$ cat config.mk
export PLATFORM = sky130hd
export DESIGN_NAME = seqmult_param_flat
export DESIGN_NICKNAME = d
export VERILOG_FILES = /design/src/rtl/seqmult_pkg.sv /design/src/rtl/seqmult_if.sv /design/src/rtl/seqmult_param.sv /design/src/flat_wrapper.sv
export SDC_FILE = /design/constraint.sdc
export NUM_CORES = 1
export LEC_CHECK = 0
export CORE_ASPECT_RATIO = 0.5
export CORE_MARGIN = 4
export CORE_UTILIZATION = 30
export DETAILED_ROUTE_END_ITERATION = 16
export PLACE_DENSITY = 0.46
export SLEW_MARGIN = 5
export SYNTH_ARGS = -nofsm -noshare
export SYNTH_HDL_FRONTEND = slang
export SYNTH_SLANG_ARGS = --single-unit
$ cat constraint.sdc
create_clock -name clk -period 4.6 [get_ports clk]
set_input_delay 1.15 -clock clk [delete_from_list [all_inputs] [get_ports clk]]
set_output_delay 1.15 -clock clk [all_outputs]
set_load 0.005 [all_outputs]
$ cat src/rtl/seqmult_pkg.sv
// Shared types and helpers for the parametrised shift-add multiplier.
// The package stays width-agnostic, so magnitude handling works on MAX_WIDTH bits.
package seqmult_pkg;

    typedef enum logic [1:0] {
        IDLE,
        BUSY,
        FIX
    } state_t;

    localparam int MAX_WIDTH = 32;

    function automatic int cnt_width(input int width);
        return $clog2(width + 1);
    endfunction

    // The caller sign-extends signed operands to MAX_WIDTH first, so the
    // negation of -2^(WIDTH-1) lands on +2^(WIDTH-1) in the low WIDTH bits.
    function automatic logic [MAX_WIDTH-1:0] abs_w(input logic [MAX_WIDTH-1:0] value,
                                                   input logic               signed_mode);
        if (signed_mode && value[MAX_WIDTH-1]) begin
            return ~value + MAX_WIDTH'(1);
        end
        return value;
    endfunction

endpackage

$ cat src/rtl/seqmult_if.sv
// Operand/result bundle between a datapath controller and the sequential multiplier.
interface seqmult_if #(
    parameter int WIDTH = 4
);
    logic [WIDTH-1:0]   a;
    logic [WIDTH-1:0]   b;
    logic               load;
    logic               signed_mode;
    logic [2*WIDTH-1:0] op;
    logic               ready_out;
    logic               busy;
    logic               done;

    modport master (
        output a, b, load, signed_mode,
        input  op, ready_out, busy, done
    );

    modport slave (
        input  a, b, load, signed_mode,
        output op, ready_out, busy, done
    );
endinterface

$ cat src/rtl/seqmult_param.sv
// Radix-2 shift-add multiplier: magnitudes are multiplied unsigned over WIDTH
// iterations, then the FIX state applies the sign and publishes the product.
module seqmult_param
    import seqmult_pkg::*;
#(
    parameter int WIDTH = 4
) (
    input  logic      clk,
    input  logic      rst_a,
    seqmult_if.slave  bus
);

    localparam int PW    = 2 * WIDTH;
    localparam int CNT_W = cnt_width(WIDTH);

    state_t             state_q;
    logic [WIDTH-1:0]   mcand_q;
    logic [WIDTH-1:0]   mplier_q;
    logic [PW-1:0]      acc_q;
    logic [CNT_W-1:0]   cnt_q;
    logic               sign_q;
    logic [PW-1:0]      op_q;
    logic               done_q;

    logic [MAX_WIDTH-1:0] a_ext;
    logic [MAX_WIDTH-1:0] b_ext;
    logic [MAX_WIDTH-1:0] a_abs;
    logic [MAX_WIDTH-1:0] b_abs;
    logic [WIDTH-1:0]     a_mag;
    logic [WIDTH-1:0]     b_mag;

    assign a_ext = bus.signed_mode ? MAX_WIDTH'(signed'(bus.a)) : MAX_WIDTH'(bus.a);
    assign b_ext = bus.signed_mode ? MAX_WIDTH'(signed'(bus.b)) : MAX_WIDTH'(bus.b);
    assign a_abs = abs_w(a_ext, bus.signed_mode);
    assign b_abs = abs_w(b_ext, bus.signed_mode);
    assign a_mag = a_abs[WIDTH-1:0];
    assign b_mag = b_abs[WIDTH-1:0];

    // Upper magnitude bits are always zero for legal widths.
    if (WIDTH < MAX_WIDTH) begin : g_trim
        logic unused_hi;
        assign unused_hi = ^{a_abs[MAX_WIDTH-1:WIDTH], b_abs[MAX_WIDTH-1:WIDTH]};
    end

    always_ff @(posedge clk) begin
        if (!rst_a) begin
            state_q  <= IDLE;
            mcand_q  <= '0;
            mplier_q <= '0;
            acc_q    <= '0;
            cnt_q    <= '0;
            sign_q   <= 1'b0;
            op_q     <= '0;
            done_q   <= 1'b0;
        end else begin
            done_q <= 1'b0;
            case (state_q)
                IDLE: begin
                    if (bus.load) begin
                        mcand_q  <= a_mag;
                        mplier_q <= b_mag;
                        sign_q   <= bus.signed_mode & (bus.a[WIDTH-1] ^ bus.b[WIDTH-1]);
                        acc_q    <= '0;
                        cnt_q    <= '0;
                        state_q  <= BUSY;
                    end
                end
                BUSY: begin
                    if (mplier_q[0]) begin
                        acc_q <= acc_q + (PW'(mcand_q) << cnt_q);
                    end
                    mplier_q <= mplier_q >> 1;
                    cnt_q    <= cnt_q + CNT_W'(1);
                    if (cnt_q == CNT_W'(WIDTH - 1)) begin
                        state_q <= FIX;
                    end
                end
                FIX: begin
                    op_q    <= sign_q ? -acc_q : acc_q;
                    done_q  <= 1'b1;
                    state_q <= IDLE;
                end
                default: state_q <= IDLE;
            endcase
        end
    end

    assign bus.op        = op_q;
    assign bus.done      = done_q;
    assign bus.ready_out = (state_q == IDLE);
    assign bus.busy      = (state_q != IDLE);

endmodule

$ cat src/flat_wrapper.sv
// flat-port wrapper written by rule: the top's interface ports become plain ports
module seqmult_param_flat import seqmult_pkg::*;
#(
    parameter int WIDTH = 4
)
  (clk, rst_a, bus_a, bus_b, bus_load, bus_signed_mode, bus_op, bus_ready_out, bus_busy, bus_done);
  seqmult_if #(.WIDTH(WIDTH)) bus_i ();
  input  logic clk;
  input  logic rst_a;
  input wire logic [$bits(bus_i.a)-1:0] bus_a;
  input wire logic [$bits(bus_i.b)-1:0] bus_b;
  input wire logic [$bits(bus_i.load)-1:0] bus_load;
  input wire logic [$bits(bus_i.signed_mode)-1:0] bus_signed_mode;
  output wire logic [$bits(bus_i.op)-1:0] bus_op;
  output wire logic [$bits(bus_i.ready_out)-1:0] bus_ready_out;
  output wire logic [$bits(bus_i.busy)-1:0] bus_busy;
  output wire logic [$bits(bus_i.done)-1:0] bus_done;
  assign bus_i.a = bus_a;
  assign bus_i.b = bus_b;
  assign bus_i.load = bus_load;
  assign bus_i.signed_mode = bus_signed_mode;
  assign bus_op = bus_i.op;
  assign bus_ready_out = bus_i.ready_out;
  assign bus_busy = bus_i.busy;
  assign bus_done = bus_i.done;
  seqmult_param #(.WIDTH(WIDTH)) u_core (.clk(clk), .rst_a(rst_a), .bus(bus_i));
endmodule
==> results of run 1 <==
metrics by stage:
stage | power, mW | utilization [%] | worst slack, ns | hold WS (ns) | instances
2_1_floorplan | 0.3391 | - | 2.291 | 0.4322 | 220
3_3_place_gp | 0.3630 | 36.27 | 1.928 | 0.4410 | 304
3_5_place_dp | 0.3643 | 36.27 | 1.911 | 0.4495 | 304
4_1_cts | 0.7131 | 39.01 | 1.977 | 0.4569 | 312
5_1_grt | 0.7336 | 39.01 | 1.754 | 0.4797 | 312
6_report | 0.7033 | 39.01 | 1.981 | 0.4555 | 312
final cells by class:
| type | count | area share [%] |
|---|---|---|
| Clock buffer | 8 | 7.026 |
| Inverter | 11 | 1.855 |
| Multi-Input combinational cell | 167 | 49.24 |
| Sequential cell | 31 | 27.88 |
| Tap cell | 73 | 4.103 |
| Timing Repair Buffer | 22 | 9.893 |
registers in the layout, summed over array words and instances, names as in the netlist:
signal,cells
u_core.cnt_q,3
u_core.mcand_q,4
u_core.bus.done,1
u_core.acc_q,8
u_core.sign_q,1
u_core.state_q,2
u_core.mplier_q,4
u_core.bus.op,8
cell usage in the layout (no fill, tap or decap), drive strengths merged, types with 2 or more instances in the layout:
master,count
a211oi,8
a21o,2
a21oi,16
a22oi,7
a31oi,2
and2,5
clkbuf,8
clkdlybuf4s50,22
dfxtp,31
ha,12
inv,11
mux2i,6
nand2,25
nand2b,3
nand3,11
nor2,27
nor2b,3
nor3,2
o21ai,7
o31ai,4
xnor2,5
xor2,9
kinds of logic (layout without fill, tap and decap cells):
logic type,after synthesis,after routing,synth area share (%)
AND/OR/NAND/NOR,80,80,19.91
AO/OA/AOI/OAI,52,52,18.75
flip-flops,31,31,33.81
buffers and inverters,22,41,6.475
XOR/XNOR,14,14,6.680
adder cells (fa/ha/maj),13,13,9.270
multiplexers,8,8,5.112
layer usage:
metal / vias to the layer above / global-route usage (%)
li1: 808 / -
met1: 680 / 15.25
met4: 0 / 5.339
met3: 8 / 3.575
met2: 31 / 15.48
met5: - / 0
worst paths after layout:
kind | to | from | slack [ns] | cells after the start
setup / recovery | u_core.acc_q[7]$_SDFFE_PN0P_ | u_core.cnt_q[0]$_SDFFE_PN0P_ | 1.98 | 10
hold / removal | u_core.mplier_q[2]$_SDFFE_PN0P_ | u_core.mplier_q[3]$_SDFFE_PN0P_ | 0.46 | 2
setup reg to reg | u_core.acc_q[7]$_SDFFE_PN0P_ | u_core.cnt_q[0]$_SDFFE_PN0P_ | 1.98 | 10
hold reg to reg | u_core.mplier_q[2]$_SDFFE_PN0P_ | u_core.mplier_q[3]$_SDFFE_PN0P_ | 0.46 | 2
report_power, final:
group	internal [mW]	switching (mW)
Sequential	0.276	0.00891
Clock	0.230	0.115
Combinational	0.0324	0.0409
Total	0.539	0.164
worst reg2reg max path, cell delays in order (launching register included):
cell and delay [ns]:
dfxtp_1 0.56, mux2i_1 0.29, nor2_1 0.06, a31oi_1 0.15
o22ai_1 0.12, ha_1 0.35, a21oi_1 0.17, o21ai_0 0.13
or3_1 0.37, a21oi_2 0.15, mux2i_1 0.19
==> metrics.cfg, run 1 <==
[timing]
finalCriticalPeriod_ns=2.619
skew_ns=0.004714
hold_viol=0
finalSetupTns_ns=0
drv_slew=0
maxSlewHeadroom_pct=31.79
rsz0062_at_grt=false
worstMarginPinSlew_ns=1.021
finalCritPeriodShare_pct=56.94
fmax_mhz=381.8
setup_viol=0

[cts]
root_buffer=clkbuf_16
htreeDepth=2
cts_sinks=31
hold_buffers=0
cts_resized=0
clkSlewWorstSetupHoldPaths_ns=0.05
clk_path_buf_depth=2
post_cts_buffers=0
clkLatencyLatePin_ns=0.28
cts_buffers=5
cts_tree=done

[finish]
fillerInstances=578
layout-drive-gt1-share_pct=6.276
fin_nets=263
syn_to_final_growth_pct=21.27
antenna_cells=0
multi_input_comb_area_mm2=0.001096
regArea_um2=620.6
stdcell_area_mm2=0.002226

[synth]
synth_top_area_share_pct=33.81
synthCells=220
syn_avg_cell_area_um2=8.343
ys_types=44
synthMostInstantiatedCell=dfxtp_1
yosysWarnings=0
ys_seq_area_share_pct=33.81
synth_ff_type=dfxtp_1
ys_ff_latch=31
syn_nets=245
synthArstFlopShare_pct=0
ys_top_cells_by_area=dfxtp_1, ha_1, nor2_1
synth_common_cells=dfxtp_1, nor2_1, nand2_1
synth_area_mm2=0.001836
synth-edff-count=0
yosysTopAreaCell=dfxtp_1

[drt]
met1_length_mm=2.139
num_vias=1527
route.met2.wl_mm=1.577
dr_wl_met3_um=203
top_layer_used=met4
drtPass1Iterations=4
drc=0
drt_iter0_markers=55
wl_mm=3.992
vias_per_cell=4.894
drt.antenna.violating_nets=0
wire_per_inst_um=12.79

[grt]
antenna_found_initial=0
grt_pass1_wl_mm=6.644
grt_overflow_total=0
grt_max_degree=26
grt_use_total_pct=11.08
grt_pass1_vias=1412

[die]
die_w_um=118.6
initial_core_util_pct=32.17
die-area_mm2=0.007510
rows=19
num_io_pins=23
core_area_mm2=0.005705
die_y_um=63.31

[power]
irDropWorstVdd_v=0.0001445
power_per_cell_area_mw_per_mm2=316.0
p_leak_nw=0.8794

[worst_setup_path]
worstPathMaxFanout=10
critPathMaxStageDelay_ns=0.56
critPathMostFrequentCell=mux2i_1
crit_buf_inv=0
end_kind=register
crit_required_ns=4.80
path_cells=mux2i_1 > nor2_1 > a31oi_1 > o22ai_1 > ha_1 > a21oi_1 > o21ai_0 > or3_1 > a21oi_2 > mux2i_1
crit_slowest_cell=dfxtp_1
cp_top_family=compound AO/OA/AOI/OAI gates
path_class=reg -> reg
cp-start-kind=register
crit_arrival_ns=2.82

[placed_design]
place_area_mm2=0.002069
hpwl_mm=3.000
gp_congestion=0.7944
numPortBuffers=22

[hold_path]
hold_path_class=reg -> reg

[outcome]
status=completed

[run]
cap_violations=0

Power figures use the tool's default switching activity.
==> run 2, diff against run 1 <==
--- a/config.mk
+++ b/config.mk
@@ -9,7 +9,7 @@
 export CORE_MARGIN = 4
 export CORE_UTILIZATION = 30
 export DETAILED_ROUTE_END_ITERATION = 16
-export PLACE_DENSITY = 0.46
+export PLACE_DENSITY = 0.48
 export SLEW_MARGIN = 5
 export SYNTH_ARGS = -nofsm -noshare
 export SYNTH_HDL_FRONTEND = slang
==> constraint.sdc (replaced) <==
create_clock -name clk -period 2.3 [get_ports clk]
set_input_delay 0.575 -clock clk [delete_from_list [all_inputs] [get_ports clk]]
set_output_delay 0.575 -clock clk [all_outputs]
set_load 0.005 [all_outputs]
==> run 2 against run 1 <==
  * Via count increased by 4.1%
  * Highest routed layer unchanged
  * Sequential power increased by 100%
  * Die area unchanged
  * Cell area increased by 7.8%
  * Critical endpoint unchanged
==> metrics.cfg, run 2 (same netlist as run 1, synthesis figures left out) <==
[outcome]
status=completed

[drt]
num_vias=1589  ; +4.1%
drc=0  ; unchanged
drt_iter0_markers=64  ; +16%
drtPass1Iterations=4  ; unchanged
vias_per_cell=4.889  ; -0.10%
wl_mm=4.121  ; +3.2%
drt.antenna.violating_nets=0  ; unchanged
wire_per_inst_um=12.68  ; -0.90%

[die]
core_area_mm2=0.005705  ; unchanged
rows=19  ; unchanged
die_y_um=63.31  ; unchanged
die-area_mm2=0.007510  ; unchanged
die_w_um=118.6  ; unchanged
initial_core_util_pct=32.17  ; unchanged
num_io_pins=23  ; unchanged

[finish]
antenna_cells=0  ; unchanged
stdcell_count=325  ; +4.2%
syn_to_final_growth_pct=30.74
layout_commonest_cell=dfxtp_1
final_util_pct=42.06  ; +3.0 points
final_cell_mix=dfxtp_1, nor2_1, nand2_1, clkdlybuf4s50_1, buf_4
layout-drive-gt1-share_pct=16.67  ; +10 points
fin_nets=276  ; +4.9%

[worst_setup_path]
crit_required_ns=2.50  ; -2.30 ns
crit_arrival_ns=2.45  ; -0.37 ns
path_class=reg -> reg
cp-start-kind=register
worstPathMaxFanout=5  ; -5
end_kind=register

[grt]
grt_pass1_vias=1505  ; +6.6%
grt_max_degree=26  ; unchanged
grt_use_total_pct=11.47  ; +0.39 points
antenna_found_initial=0  ; unchanged
grt_pass1_wl_mm=7.044  ; +6.0%
grt_overflow_total=0  ; unchanged

[cts]
htreeDepth=2  ; unchanged
hold_buffers=0  ; unchanged
clkLatencyLatePin_ns=0.27  ; about the same
root_buffer=clkbuf_16
clkSlewWorstSetupHoldPaths_ns=0.05  ; about the same
clk_path_buf_depth=2  ; unchanged
cts_buffers=5  ; unchanged
cts_sinks=31  ; unchanged
cts_tree=done

[run]
cap_violations=0  ; unchanged

[placed_design]
hpwl_mm=3.165  ; +5.5%
numPortBuffers=22  ; unchanged
place_inst=315  ; +3.6%
gp_congestion=0.8120  ; +2.2%

[timing]
drv_slew=0  ; unchanged
skew_ns=0.004281  ; -0.0004331 ns
fmax_mhz=446.3  ; +17%
maxSlewHeadroom_pct=68.70  ; +37 points
rsz0062_at_grt=true
finalCritPeriodShare_pct=97.42  ; +40 points
worstMarginPinSlew_ns=0.4688  ; -0.5523 ns
setup_viol=0  ; unchanged
hold_viol=0  ; unchanged
finalCriticalPeriod_ns=2.241  ; -0.3785 ns

[power]
irDropWorstVdd_v=0.0002517  ; +74%
p_leak_nw=0.9487  ; +7.9%
power_per_cell_area_mw_per_mm2=593.6  ; +88%

[hold_path]
hold_path_class=reg -> reg

[run 2: cell types whose count changed in the layout (fill, tap and decap cells not counted), sizes merged]
cell  previous run  this run
buf              0        13
[run 2: report_power, final]
part	internal (mW)	total (mW)	switching (mW)
registers	0.553	0.570	0.0167
logic	0.0858	0.174	0.0877
clock network	0.460	0.682	0.222
[run 2: layout make-up]
type	count	area (um2)
Fill cell	580	3306
Multi-Input combinational cell	167	1167
Sequential cell	31	625.6
Timing Repair Buffer	35	317.8
Clock buffer	8	156.4
Tap cell	73	91.34
Inverter	11	41.29
[run 2: what timing repair did]
item                       CTS  global route
buffers inserted             1             1
hold endpoints to repair     0             0
resized for setup            3            13
setup endpoints to repair    2             3
pin swaps                    1             6
[run 2: per-stage QoR]
step	hold WS [ns]	TNS (ns)	setup WS (ns)	power (mW)	instance area, um2
2_1_floorplan	0.4322	0	0.02150	0.6798	1848
3_3_place_gp	0.4541	-0.01312	-0.01312	0.7420	2165
3_5_place_dp	0.4570	-0.09402	-0.08287	0.7458	2165
4_1_cts	0.4639	0	0.001507	1.434	2345
5_1_grt	0.4866	-0.07466	-0.07466	1.494	2400
6_report	0.4573	0	0.05944	1.425	2400
[run 2: worst paths after layout]
kind / endpoint / startpoint / slack (ns) / cells past startpoint
hold / removal: u_core.mplier_q[2]$_SDFFE_PN0P_ / u_core.mplier_q[3]$_SDFFE_PN0P_ / 0.46 / 2
setup reg to reg: u_core.acc_q[7]$_SDFFE_PN0P_ / u_core.cnt_q[0]$_SDFFE_PN0P_ / 0.06 / 8
setup / recovery: u_core.acc_q[7]$_SDFFE_PN0P_ / u_core.cnt_q[0]$_SDFFE_PN0P_ / 0.06 / 8
hold reg to reg: u_core.mplier_q[2]$_SDFFE_PN0P_ / u_core.mplier_q[3]$_SDFFE_PN0P_ / 0.46 / 2
[run 2: critical path: stages, from the launching register on]
cell	delay, ns
dfxtp_4	0.37
mux4_2	0.52
and2_1	0.20
ha_4	0.22
nand2_1	0.09
a211oi_2	0.05
or3_1	0.39
a21oi_2	0.16
mux2i_1	0.18
[run 2: routing by layer]
metal	GRT usage, %	wire length (um)	share of wire (%)
met5	0	0	0
met4	3.030	27	0.66
met3	3.396	157	3.8
met2	17.81	1761	43
met1	15.55	2174	53
